## src/rtl/draw_source_sequencer.sv

```systemverilog
// -----------------------------------------------------------------------------
// draw_source_sequencer
//
// Purpose:
//   Shares the frame-buffer write port among several draw sources. The sources
//   sit on a common tri-stated write bus. Each one answers only while
//   write_source_sel carries its own ID.
//
//   On every accepted frame_start the sequencer visits the enabled sources in
//   ascending ID order. ID 0 is the background. The highest ID is drawn last,
//   so it ends up on top.
//
//   For each source the sequencer:
//     1. pulses write_awaited;
//     2. waits for write_active to rise, then to fall;
//     3. holds the select for one GAP cycle so the source can close its write.
//
//   A source that never starts is skipped after START_TIMEOUT cycles. A source
//   that never finishes is aborted after WRITE_TIMEOUT cycles. Either case sets
//   that source's sticky error flag.
//
// Ports:
//   clk              in   system clock
//   reset            in   synchronous, active-high reset
//   frame_start      in   single-cycle request to compose one frame
//   source_enable    in   per-source enable, sampled on an accepted frame_start
//   write_active     in   shared bus write-active line from the granted source
//   write_source_sel out  granted source ID, or IDLE_SEL when nobody is granted
//   write_awaited    out  one-cycle start strobe to the granted source
//   busy             out  high whenever the sequencer is not idle
//   frame_done       out  one-cycle pulse when a composition pass completes
//   frame_overrun    out  one-cycle pulse after a frame_start seen while busy
//   source_error     out  sticky per-source timeout flags, cleared by reset
// -----------------------------------------------------------------------------
module draw_source_sequencer #(
    parameter int NUM_SOURCES      = 4,
    parameter int SOURCE_SEL_ADDRW = 3,
    parameter int IDLE_SEL         = 7,
    parameter int START_TIMEOUT    = 8,
    parameter int WRITE_TIMEOUT    = 80000,
    parameter int TMO_W            = 17
) (
    input  logic                        clk,
    input  logic                        reset,
    input  logic                        frame_start,
    input  logic [NUM_SOURCES-1:0]      source_enable,
    input  logic                        write_active,
    output logic [SOURCE_SEL_ADDRW-1:0] write_source_sel,
    output logic                        write_awaited,
    output logic                        busy,
    output logic                        frame_done,
    output logic                        frame_overrun,
    output logic [NUM_SOURCES-1:0]      source_error
);

    // -------------------------------------------------------------------------
    // State encoding
    // -------------------------------------------------------------------------
    localparam logic [2:0] S_IDLE        = 3'd0;
    localparam logic [2:0] S_SCAN        = 3'd1;
    localparam logic [2:0] S_ISSUE       = 3'd2;
    localparam logic [2:0] S_AWAIT_START = 3'd3;
    localparam logic [2:0] S_AWAIT_END   = 3'd4;
    localparam logic [2:0] S_GAP         = 3'd5;
    localparam logic [2:0] S_DONE        = 3'd6;

    // -------------------------------------------------------------------------
    // Derived constants
    // -------------------------------------------------------------------------
    localparam logic [SOURCE_SEL_ADDRW-1:0] L_IDLE_SEL  = SOURCE_SEL_ADDRW'(IDLE_SEL);
    localparam logic [SOURCE_SEL_ADDRW-1:0] L_LAST_ID   = SOURCE_SEL_ADDRW'(NUM_SOURCES - 1);
    localparam logic [TMO_W-1:0]            L_START_LIM = TMO_W'(START_TIMEOUT - 1);
    localparam logic [TMO_W-1:0]            L_WRITE_LIM = TMO_W'(WRITE_TIMEOUT - 1);

    // -------------------------------------------------------------------------
    // Registers
    // -------------------------------------------------------------------------
    logic [2:0]                  r_state;
    logic [SOURCE_SEL_ADDRW-1:0] r_sel;
    logic [SOURCE_SEL_ADDRW-1:0] r_index;
    logic [NUM_SOURCES-1:0]      r_snap;
    logic [TMO_W-1:0]            r_cnt;
    logic [NUM_SOURCES-1:0]      r_source_error;
    logic                        r_overrun;

    // -------------------------------------------------------------------------
    // Combinational signals
    // -------------------------------------------------------------------------
    logic [2:0]                  w_state_next;
    logic [NUM_SOURCES-1:0]      w_cand;
    logic                        w_found;
    logic [SOURCE_SEL_ADDRW-1:0] w_found_id;
    logic                        w_start_tmo;
    logic                        w_write_tmo;
    logic [NUM_SOURCES-1:0]      w_err_set;
    logic                        w_cnt_sat;

    // Candidate sources for this SCAN: enabled in the snapshot and not yet
    // visited in this pass. The error flags are set per bit, so an out-of-range
    // select value can never index past the flag vector.
    generate
        for (genvar gi = 0; gi < NUM_SOURCES; gi++) begin : g_src
            localparam logic [SOURCE_SEL_ADDRW-1:0] L_ID = SOURCE_SEL_ADDRW'(gi);
            assign w_cand[gi]    = r_snap[gi] && (L_ID >= r_index);
            assign w_err_set[gi] = (w_start_tmo || w_write_tmo) && (r_sel == L_ID);
        end
    endgenerate

    // Lowest-numbered candidate wins. The loop descends, so the last hit
    // assigned is the lowest ID.
    always_comb begin
        w_found    = 1'b0;
        w_found_id = '0;
        for (int i = NUM_SOURCES - 1; i >= 0; i--) begin
            if (w_cand[i]) begin
                w_found    = 1'b1;
                w_found_id = i[SOURCE_SEL_ADDRW-1:0];
            end
        end
    end

    assign w_cnt_sat   = (r_cnt == {TMO_W{1'b1}});

    // A rising write_active in the last allowed cycle still counts as a start.
    assign w_start_tmo = (r_state == S_AWAIT_START) && !write_active && (r_cnt == L_START_LIM);

    // Symmetrically, a falling write_active in the last cycle counts as a
    // normal finish.
    assign w_write_tmo = (r_state == S_AWAIT_END) && write_active && (r_cnt == L_WRITE_LIM);

    // -------------------------------------------------------------------------
    // Next-state logic
    // -------------------------------------------------------------------------
    always_comb begin
        w_state_next = r_state;
        case (r_state)
            S_IDLE: begin
                if (frame_start) begin
                    w_state_next = S_SCAN;
                end
            end
            S_SCAN: begin
                w_state_next = w_found ? S_ISSUE : S_DONE;
            end
            S_ISSUE: begin
                w_state_next = S_AWAIT_START;
            end
            S_AWAIT_START: begin
                if (write_active) begin
                    w_state_next = S_AWAIT_END;
                end else if (w_start_tmo) begin
                    w_state_next = S_GAP;
                end
            end
            S_AWAIT_END: begin
                if (!write_active || w_write_tmo) begin
                    w_state_next = S_GAP;
                end
            end
            S_GAP: begin
                // After the top-most source there is nothing left to scan.
                w_state_next = (r_sel == L_LAST_ID) ? S_DONE : S_SCAN;
            end
            S_DONE: begin
                w_state_next = S_IDLE;
            end
            default: begin
                w_state_next = S_IDLE;
            end
        endcase
    end

    // -------------------------------------------------------------------------
    // Sequential logic
    // -------------------------------------------------------------------------
    always_ff @(posedge clk) begin
        if (reset) begin
            r_state        <= S_IDLE;
            r_sel          <= L_IDLE_SEL;
            r_index        <= '0;
            r_snap         <= '0;
            r_cnt          <= '0;
            r_source_error <= '0;
            r_overrun      <= 1'b0;
        end else begin
            r_state        <= w_state_next;
            r_source_error <= r_source_error | w_err_set;

            // Any frame_start outside IDLE is dropped. It is only reported,
            // one cycle later.
            r_overrun      <= frame_start && (r_state != S_IDLE);

            case (r_state)
                S_IDLE: begin
                    if (frame_start) begin
                        r_snap  <= source_enable;
                        r_index <= '0;
                    end
                end
                S_SCAN: begin
                    // The select is left alone when nothing is found. DONE
                    // returns it to IDLE_SEL.
                    if (w_found) begin
                        r_sel <= w_found_id;
                    end
                end
                S_ISSUE: begin
                    r_cnt <= '0;
                end
                S_AWAIT_START: begin
                    if (write_active) begin
                        r_cnt <= '0;
                    end else if (!w_cnt_sat) begin
                        r_cnt <= r_cnt + 1'b1;
                    end
                end
                S_AWAIT_END: begin
                    if (!w_cnt_sat) begin
                        r_cnt <= r_cnt + 1'b1;
                    end
                end
                S_GAP: begin
                    // The select is still held on the current ID here.
                    r_index <= r_sel + 1'b1;
                end
                S_DONE: begin
                    r_sel <= L_IDLE_SEL;
                end
                default: begin
                end
            endcase
        end
    end

    // -------------------------------------------------------------------------
    // Outputs: registered, or decoded from the registered state only
    // -------------------------------------------------------------------------
    assign write_source_sel = r_sel;
    assign write_awaited    = (r_state == S_ISSUE);
    assign busy             = (r_state != S_IDLE);
    assign frame_done       = (r_state == S_DONE);
    assign frame_overrun    = r_overrun;
    assign source_error     = r_source_error;

endmodule

```

## config.mk

```make
export PLATFORM = sky130hd
export DESIGN_NAME = draw_source_sequencer
export DESIGN_NICKNAME = d
export VERILOG_FILES = /design/src/rtl/draw_source_sequencer.sv
export SDC_FILE = /design/constraint.sdc
export NUM_CORES = 1
export LEC_CHECK = 0
export CORE_UTILIZATION = 51
export DETAILED_ROUTE_END_ITERATION = 10
export GPL_TIMING_DRIVEN = 0
export PLACE_DENSITY_LB_ADDON = 0.25
export SLEW_MARGIN = 20
export SYNTH_ARGS = -nofsm -noshare
export SYNTH_HDL_FRONTEND = slang
export SYNTH_SLANG_ARGS = --single-unit
```

## constraint.sdc

```tcl
create_clock -name clk -period 2 [get_ports clk]
set_input_delay 0.4 -clock clk [delete_from_list [all_inputs] [get_ports clk]]
set_output_delay 0.4 -clock clk [all_outputs]
set_load 0.01 [all_outputs]
```

==> summary.txt, run 1 <==
Status
  • Status: completed

Route
  • Via Count: 1,843
  • Total wire length after detailed routing: 4520 um
  • Drt via density: 5.93
  • Number of iterations in the first detailed-routing pass: 4
  • Detailed-route wire length per cell: 14.5 um
  • Antenna viol nets, final: 0
  • DRC violations left: 0
  • DRT iter0 DRCs: 136

Timing
  • Relative max-transition margin: 56.5%
  • Fin crit period: 1860 ps
  • Setup repair after global routing missed its margin: false
  • Total setup violations reported at the end of the flow: 0
  • Final Hold Viols: 0
  • Final clock skew: 6.11 ps
  • Worst Tran Pin Value: 647 ps
  • Final Max Slew Viols: 0
  • Fmax achieved: 0.537 GHz
  • Crit share post-route: 93.2%
  • Post-Route Setup TNS: 0 ps

Floorplan
  • DIE WIDTH: 64.1 um
  • # IOs: 19
  • Die Area: 4100 um2
  • Site Rows: 22
  • Starting Density: 53.3%
  • Die Y: 64.1 um
  • Core box area: 3690 um2

Synth
  • Number of distinct standard cells referenced by the synthesized netlist: 49
  • Total nets after synthesis: 251
  • Number of warning messages in the yosys log: 0
  • Number of synthesized flops with an enable pin: 0
  • Cells after synthesis: 237
  • Portion of the post-synthesis area used by sequential elements: 35.7%
  • Area of the mapped netlist: 1960 um2
  • Post-synthesis area per instance: 8.29 um2
  • Fraction of synthesis flops using an asynchronous set or reset pin: 0%
  • Main synth FF type: sky130_fd_sc_hd__dfxtp_1
  • Number of register bits inferred by synthesis: 35

Global route
  • Antenna violations before repair: 0
  • Total grt overflow: 0
  • Global routing usage summed across all routing layers: 24.2%
  • Via count of the first global-routing pass: 1,699
  • Maximum number of pins on one net before global-route repair: 12
  • First-pass GRT wire length: 7790 um

Critical path
  • Worst path required time: 2220 ps
  • CP Class: reg2reg
  • Setup crit end kind: register
  • Biggest fanout along the worst timing path: 6
  • Data arrival time of the critical path: 2080 ps
  • Crit start category: register

Clocking
  • CTS H-Tree Depth: 2
  • Cell chosen for the clock root: sky130_fd_sc_hd__clkbuf_8
  • Worst skew pair latency: 290 ps
  • Clock Sinks: 35
  • Number of buffers created by CTS: 5
  • Clock tree from TritonCTS: built
  • Maximum buffer depth of the clock tree: 2
  • Clock slew seen by the registers of the worst setup and hold paths: 70 ps

Finish
  • Total non-filler cell area in the finished layout: 2390 um2
  • Number of antenna diodes: 0
  • Net count of the finished layout: 276
  • Layout cells sized above 1: 12.2%
  • Final cell count without fillers: 311
  • Layout Area Growth over Synthesis: 21.5%

Place
  • Placed Cells incl. Taps: 302
  • Detailed Place HPWL: 3140 um
  • Placer congestion estimate: 0.843
  • Port Buf Inserts: 17
  • Post-placement cell area: 2190 um2

Pwr
  • Leakage power figure: 0.794 nW
  • Worst-case vdd ir drop: 0.000541 V
  • Pwr per Cell Area: 983 nW/um2

Min path
  • Hold crit path type: reg2reg

Job
  • Max cap viols: 0
[cells by family after synthesis]
logic type | Yosys count | synth area share [%]
and+or+nand+nor | 100 | 29.7
AOI/OAI and AO/OA | 68 | 22.8
DFF | 35 | 35.7
buffers and inverters | 20 | 3.95
muxes | 8 | 4.08
adders and majority gates | 6 | 3.82
[stage by stage]
| stage | hold slack, ps | utilization (%) | power (mW) | setup WS [ps] |
|---|---|---|---|---|
| 6_report | 456 | 64.7 | 2.35 | 136 |
| 3_5_place_dp | 448 | 59.5 | 1.66 | -338 |
| 3_3_place_gp | 443 | 59.5 | 1.65 | -330 |
| 5_1_grt | 490 | 64.7 | 2.49 | 15.9 |
| 4_1_cts | 458 | 63.6 | 2.32 | 67.2 |
| 2_1_floorplan | 432 | - | 1.41 | 269 |
[layer usage]
layer	wire length (um)	up-vias	GRT usage, %	share of wire (%)
li1	-	928	-	-
met1	2300	880	33.1	51
met5	0	-	0	0
met3	143	6	5.36	3.2
met2	2010	29	36.6	45
met4	59	0	9.66	1.3
[cells in the final DEF, fill, tap and decap left out, drive strengths merged, types with 2 or more instances in the layout]
cell           Yosys  routed
a211oi             6       6
a21oi             24      24
a31oi              6       6
and2               3       3
and3               5       5
and4               2       2
buf                3       4
clkbuf             3      10
clkdlybuf4s50      0      14
dfxtp             35      35
dlygate4sd2        0       3
ha                 6       6
inv               13      13
mux2i              8       8
nand2             22      22
nand2b            10      10
nand3              9       9
nand4              5       5
nor2              18      18
nor2b              3       3
nor3               4       4
nor3b              2       2
nor4               2       2
o211ai             5       5
o21a               2       2
o21ai              8       8
o2bb2ai            4       4
o31ai              7       7
or4                9       9
or4b               2       2
[synthesized netlist by cell type, types with 2 or more instances]
cell	instances	area [um2]
sky130_fd_sc_hd__a211oi_1	5	37.5
sky130_fd_sc_hd__a21oi_1	24	120
sky130_fd_sc_hd__a31oi_1	6	37.5
sky130_fd_sc_hd__and2_1	3	18.8
sky130_fd_sc_hd__and3_1	5	31.3
sky130_fd_sc_hd__buf_2	2	10.0
sky130_fd_sc_hd__clkbuf_1	3	11.3
sky130_fd_sc_hd__dfxtp_1	35	701
sky130_fd_sc_hd__ha_1	6	75.1
sky130_fd_sc_hd__inv_1	13	48.8
sky130_fd_sc_hd__mux2i_1	8	80.1
sky130_fd_sc_hd__nand2_1	22	82.6
sky130_fd_sc_hd__nand2b_1	10	62.6
sky130_fd_sc_hd__nand3_1	9	45.0
sky130_fd_sc_hd__nand4_1	5	31.3
sky130_fd_sc_hd__nor2_1	18	67.6
sky130_fd_sc_hd__nor2b_1	3	18.8
sky130_fd_sc_hd__nor3_1	3	15.0
sky130_fd_sc_hd__o211ai_1	4	30.0
sky130_fd_sc_hd__o21a_1	2	15.0
sky130_fd_sc_hd__o21ai_0	7	35.0
sky130_fd_sc_hd__o2bb2ai_1	4	35.0
sky130_fd_sc_hd__o31ai_1	7	52.6
sky130_fd_sc_hd__or4_1	8	60.1
[where the power goes]
| part | switching, mW | internal (mW) |
|---|---|---|
| registers | 0.0903 | 0.777 |
| clock network | 0.270 | 0.313 |
| logic | 0.514 | 0.381 |
[final timing paths]
path	start	end	slack, ps	cells after the start
max	r_cnt[0]	source_error[3]	140	5
min	r_snap[0]	r_snap[0]	460	2
max reg2reg	r_cnt[0]	source_error[3]	140	5
min reg2reg	r_snap[0]	r_snap[0]	460	2
[state kept, by name (all words and copies together), names as in the netlist]
signal            count
write_source_sel      3
r_index               3
frame_overrun         1
r_cnt                17
source_error          4
r_snap                4
r_state               3
[layout make-up]
class                   count  area, um2
clock inverters             1       7.51
clock buffers               7       96.3
repair buffers             18        174
inverters                  14       52.6
fillers                   340       1300
well taps                  48       60.1
multi-input cells         182       1240
flip-flops and latches     35        707
plain buffers               6       47.5
[what timing repair did]
item,4_1_cts,5_1_grt
buffers inserted,1,0
hold buffers,0,0
setup endpoints to repair,8,17
gates resized for setup,17,8
pin swaps,1,1
[critical path, cell delays in order, from the launching register on]
cell	delay, ps
sky130_fd_sc_hd__dfxtp_2	390
sky130_fd_sc_hd__ha_4	180
sky130_fd_sc_hd__or4b_1	490
sky130_fd_sc_hd__nor4_4	370
sky130_fd_sc_hd__a21oi_1	130
sky130_fd_sc_hd__a211oi_2	220
(Power assumes the default switching activity.)
==> run 2, diff against run 1 <==
- CORE_UTILIZATION: 51 -> 35
==> run 2 against run 1 <==
Net effect:
- utilization fell by 18 points
- sequential power increased by 0.6%
- worst setup slack got worse by 22 ps
- largest power group unchanged
==> summary.txt, run 2 (synthesized netlist as in run 1, its figures left out) <==
Critical path
  • Crit start category: register
  • Worst path required time: 1600 ps
  • Highest cell delay on the worst timing path: 390 ps
  • Cell class contributing the biggest share of worst-path delay: buffers and inverters
  • Setup crit end kind: output port
  • Crit path from: r_state[2]
  • Data arrival time of the critical path: 1490 ps
  • Slowest cell on the critical path: sky130_fd_sc_hd__dfxtp_1
  • CP Class: reg2out
  • Critical path cell sequence: clkbuf_8 -> nor2b_4 -> and2_1 -> dlygate4sd2_1
  • Buffers and inverters on the worst path: 2
  • Biggest fanout along the worst timing path: 10
  • Source of the worst register-to-register timing path: r_cnt[0]

Finish
  • Total non-filler cell area in the finished layout: 2460 um2
  • Reg with most FFs: r_cnt
  • Final core utilization: 46.6%
  • Layout cells sized above 1: 11.8%
  • Number of fill cells in the layout: 509
  • Commonest cells after routing, fill and taps aside: sky130_fd_sc_hd__dfxtp_1 (31), sky130_fd_sc_hd__nand2_1 (22), sky130_fd_sc_hd__a21oi_1 (22), sky130_fd_sc_hd__nor2_1 (18), sky130_fd_sc_hd__clkdlybuf4s50_1 (14)
  • Number of antenna diodes: 0
  • Leading cell type in the layout, fill and taps excluded: sky130_fd_sc_hd__dfxtp_1
  • Net count of the finished layout: 276
  • Max reg flops: 17
  • Storage cell area: 706 um2
  • Combined area of the multi-input logic cells: 1250 um2
  • Layout Area Growth over Synthesis: 25.0%

Route
  • DRC violations left: 0
  • Drt via density: 5.50
  • Detailed-route wire length per cell: 13.8 um
  • Total wire length after detailed routing: 4590 um
  • Number of iterations in the first detailed-routing pass: 5
  • Antenna viol nets, final: 0
  • DRT iter0 DRCs: 96
  • Via Count: 1,831

Timing
  • Final clock skew: 10.6 ps
  • Total setup violations reported at the end of the flow: 0
  • Hold slack: 455 ps
  • Final Max Slew Viols: 0
  • Relative max-transition margin: 46.6%
  • Final Hold Viols: 0
  • Crit share post-route: 94.3%
  • Fin crit period: 1890 ps
  • Worst Tran Pin Value: 795 ps
  • Fmax achieved: 0.530 GHz
  • Setup repair after global routing missed its margin: false

Clocking
  • Worst skew pair latency: 290 ps
  • Clock slew seen by the registers of the worst setup and hold paths: 80 ps
  • Clock tree from TritonCTS: built
  • Hold-fix buffers at CTS: 0
  • Clock Sinks: 35
  • Maximum buffer depth of the clock tree: 2
  • Number of buffers created by CTS: 5
  • Cell chosen for the clock root: sky130_fd_sc_hd__clkbuf_8
  • CTS H-Tree Depth: 2

Min path
  • Hold crit path type: reg2reg
  • Hold Startpoint: r_snap[0]

Floorplan
  • Core box area: 5270 um2
  • Die Area: 5920 um2
  • Starting Density: 37.3%
  • DIE WIDTH: 76.9 um
  • Die Y: 76.9 um
  • # IOs: 19
  • Site Rows: 26

Global route
  • Maximum number of pins on one net before global-route repair: 13
  • Via count of the first global-routing pass: 1,707
  • First-pass GRT wire length: 7910 um
  • Total grt overflow: 0
  • Met1 Resource Use GR: 23.4%
  • Most utilized layer in the global route result: met2
  • Met3 track demand over resource in global routing: 3.21%
  • Met2 GRT Util: 25.2%
  • Antenna violations before repair: 0
  • Global routing usage summed across all routing layers: 16.7%

Pwr
  • Switching pwr: 0.896 mW
  • Pwr per Cell Area: 1040 nW/um2
  • Switching share of total power: 34.9%
  • Leakage power figure: 0.816 nW
  • Register share of total power: 34.0%
  • Power share of the clock group: 30.0%
  • Internal power consumption: 1.67 mW
  • Combinational share of power: 35.9%
  • Worst-case vdd ir drop: 0.000365 V

Place
  • Post-placement cell area: 2220 um2
  • Port Buf Inserts: 17
  • Placer congestion estimate: 0.830
  • Detailed Place HPWL: 3300 um

Status
  • Status: completed

Job
  • Max cap viols: 0
-- run 2: final cells by class --
cell class / instances / share of cell area, %
Multi-Input combinational cell: 182 / 50.8
Sequential cell: 35 / 28.7
Timing Repair Buffer: 18 / 7.23
Tap cell: 70 / 3.57
Clock buffer: 5 / 2.80
Clock inverter: 3 / 2.75
Inverter: 14 / 2.14
Buffer: 6 / 1.94
-- run 2: final timing paths --
check / end / slack [ps] / cells after the start
min: r_snap[0] / 460 / 2
min reg2reg: r_snap[0] / 460 / 2
max reg2reg: source_error[1] / 120 / 5
max: frame_done / 110 / 4
-- run 2: worst register-to-register path: stages (launching register included) --
cell                        delay [ps]
sky130_fd_sc_hd__dfxtp_2           390
sky130_fd_sc_hd__ha_4              180
sky130_fd_sc_hd__or4b_1            490
sky130_fd_sc_hd__nor4_4            400
sky130_fd_sc_hd__a32oi_1           180
sky130_fd_sc_hd__o2bb2ai_1         180
-- run 2: what timing repair did --
item | CTS | global route
pin swaps | 1 | 1
resized for setup | 15 | 10
endpoints found under the setup margin | 11 | 20
buffers inserted | 1 | 0
-- run 2: through the flow --
stage,worst slack [ps],setup TNS (ps),power [mW],std cells
global route,0.151,0,2.74,333
detailed placement,-402,-3000,1.67,324
finish,115,0,2.56,333
floorplan,269,0,1.41,237
global placement,-386,-2920,1.66,324
CTS,16.2,0,2.54,333
-- run 2: power groups by stage --
| stage | clock [mW] | combinational [mW] | sequential [mW] |
|---|---|---|---|
| 2_1_floorplan | 0 | 0.554 | 0.853 |
| 3_3_place_gp | 0 | 0.807 | 0.858 |
| 3_5_place_dp | 0 | 0.813 | 0.857 |
| 4_1_cts | 0.787 | 0.896 | 0.853 |
| 5_1_grt | 0.834 | 1.03 | 0.884 |
| 6_report | 0.770 | 0.921 | 0.873 |
-- run 2: layer usage --
metal | wire length [um] | part of all wire (%) | vias up
li1 | - | - | 930
met1 | 2340 | 51 | 853
met2 | 1970 | 43 | 41
met3 | 213 | 4.6 | 7
met4 | 62 | 1.4 | 0
met5 | 0 | 0 | -
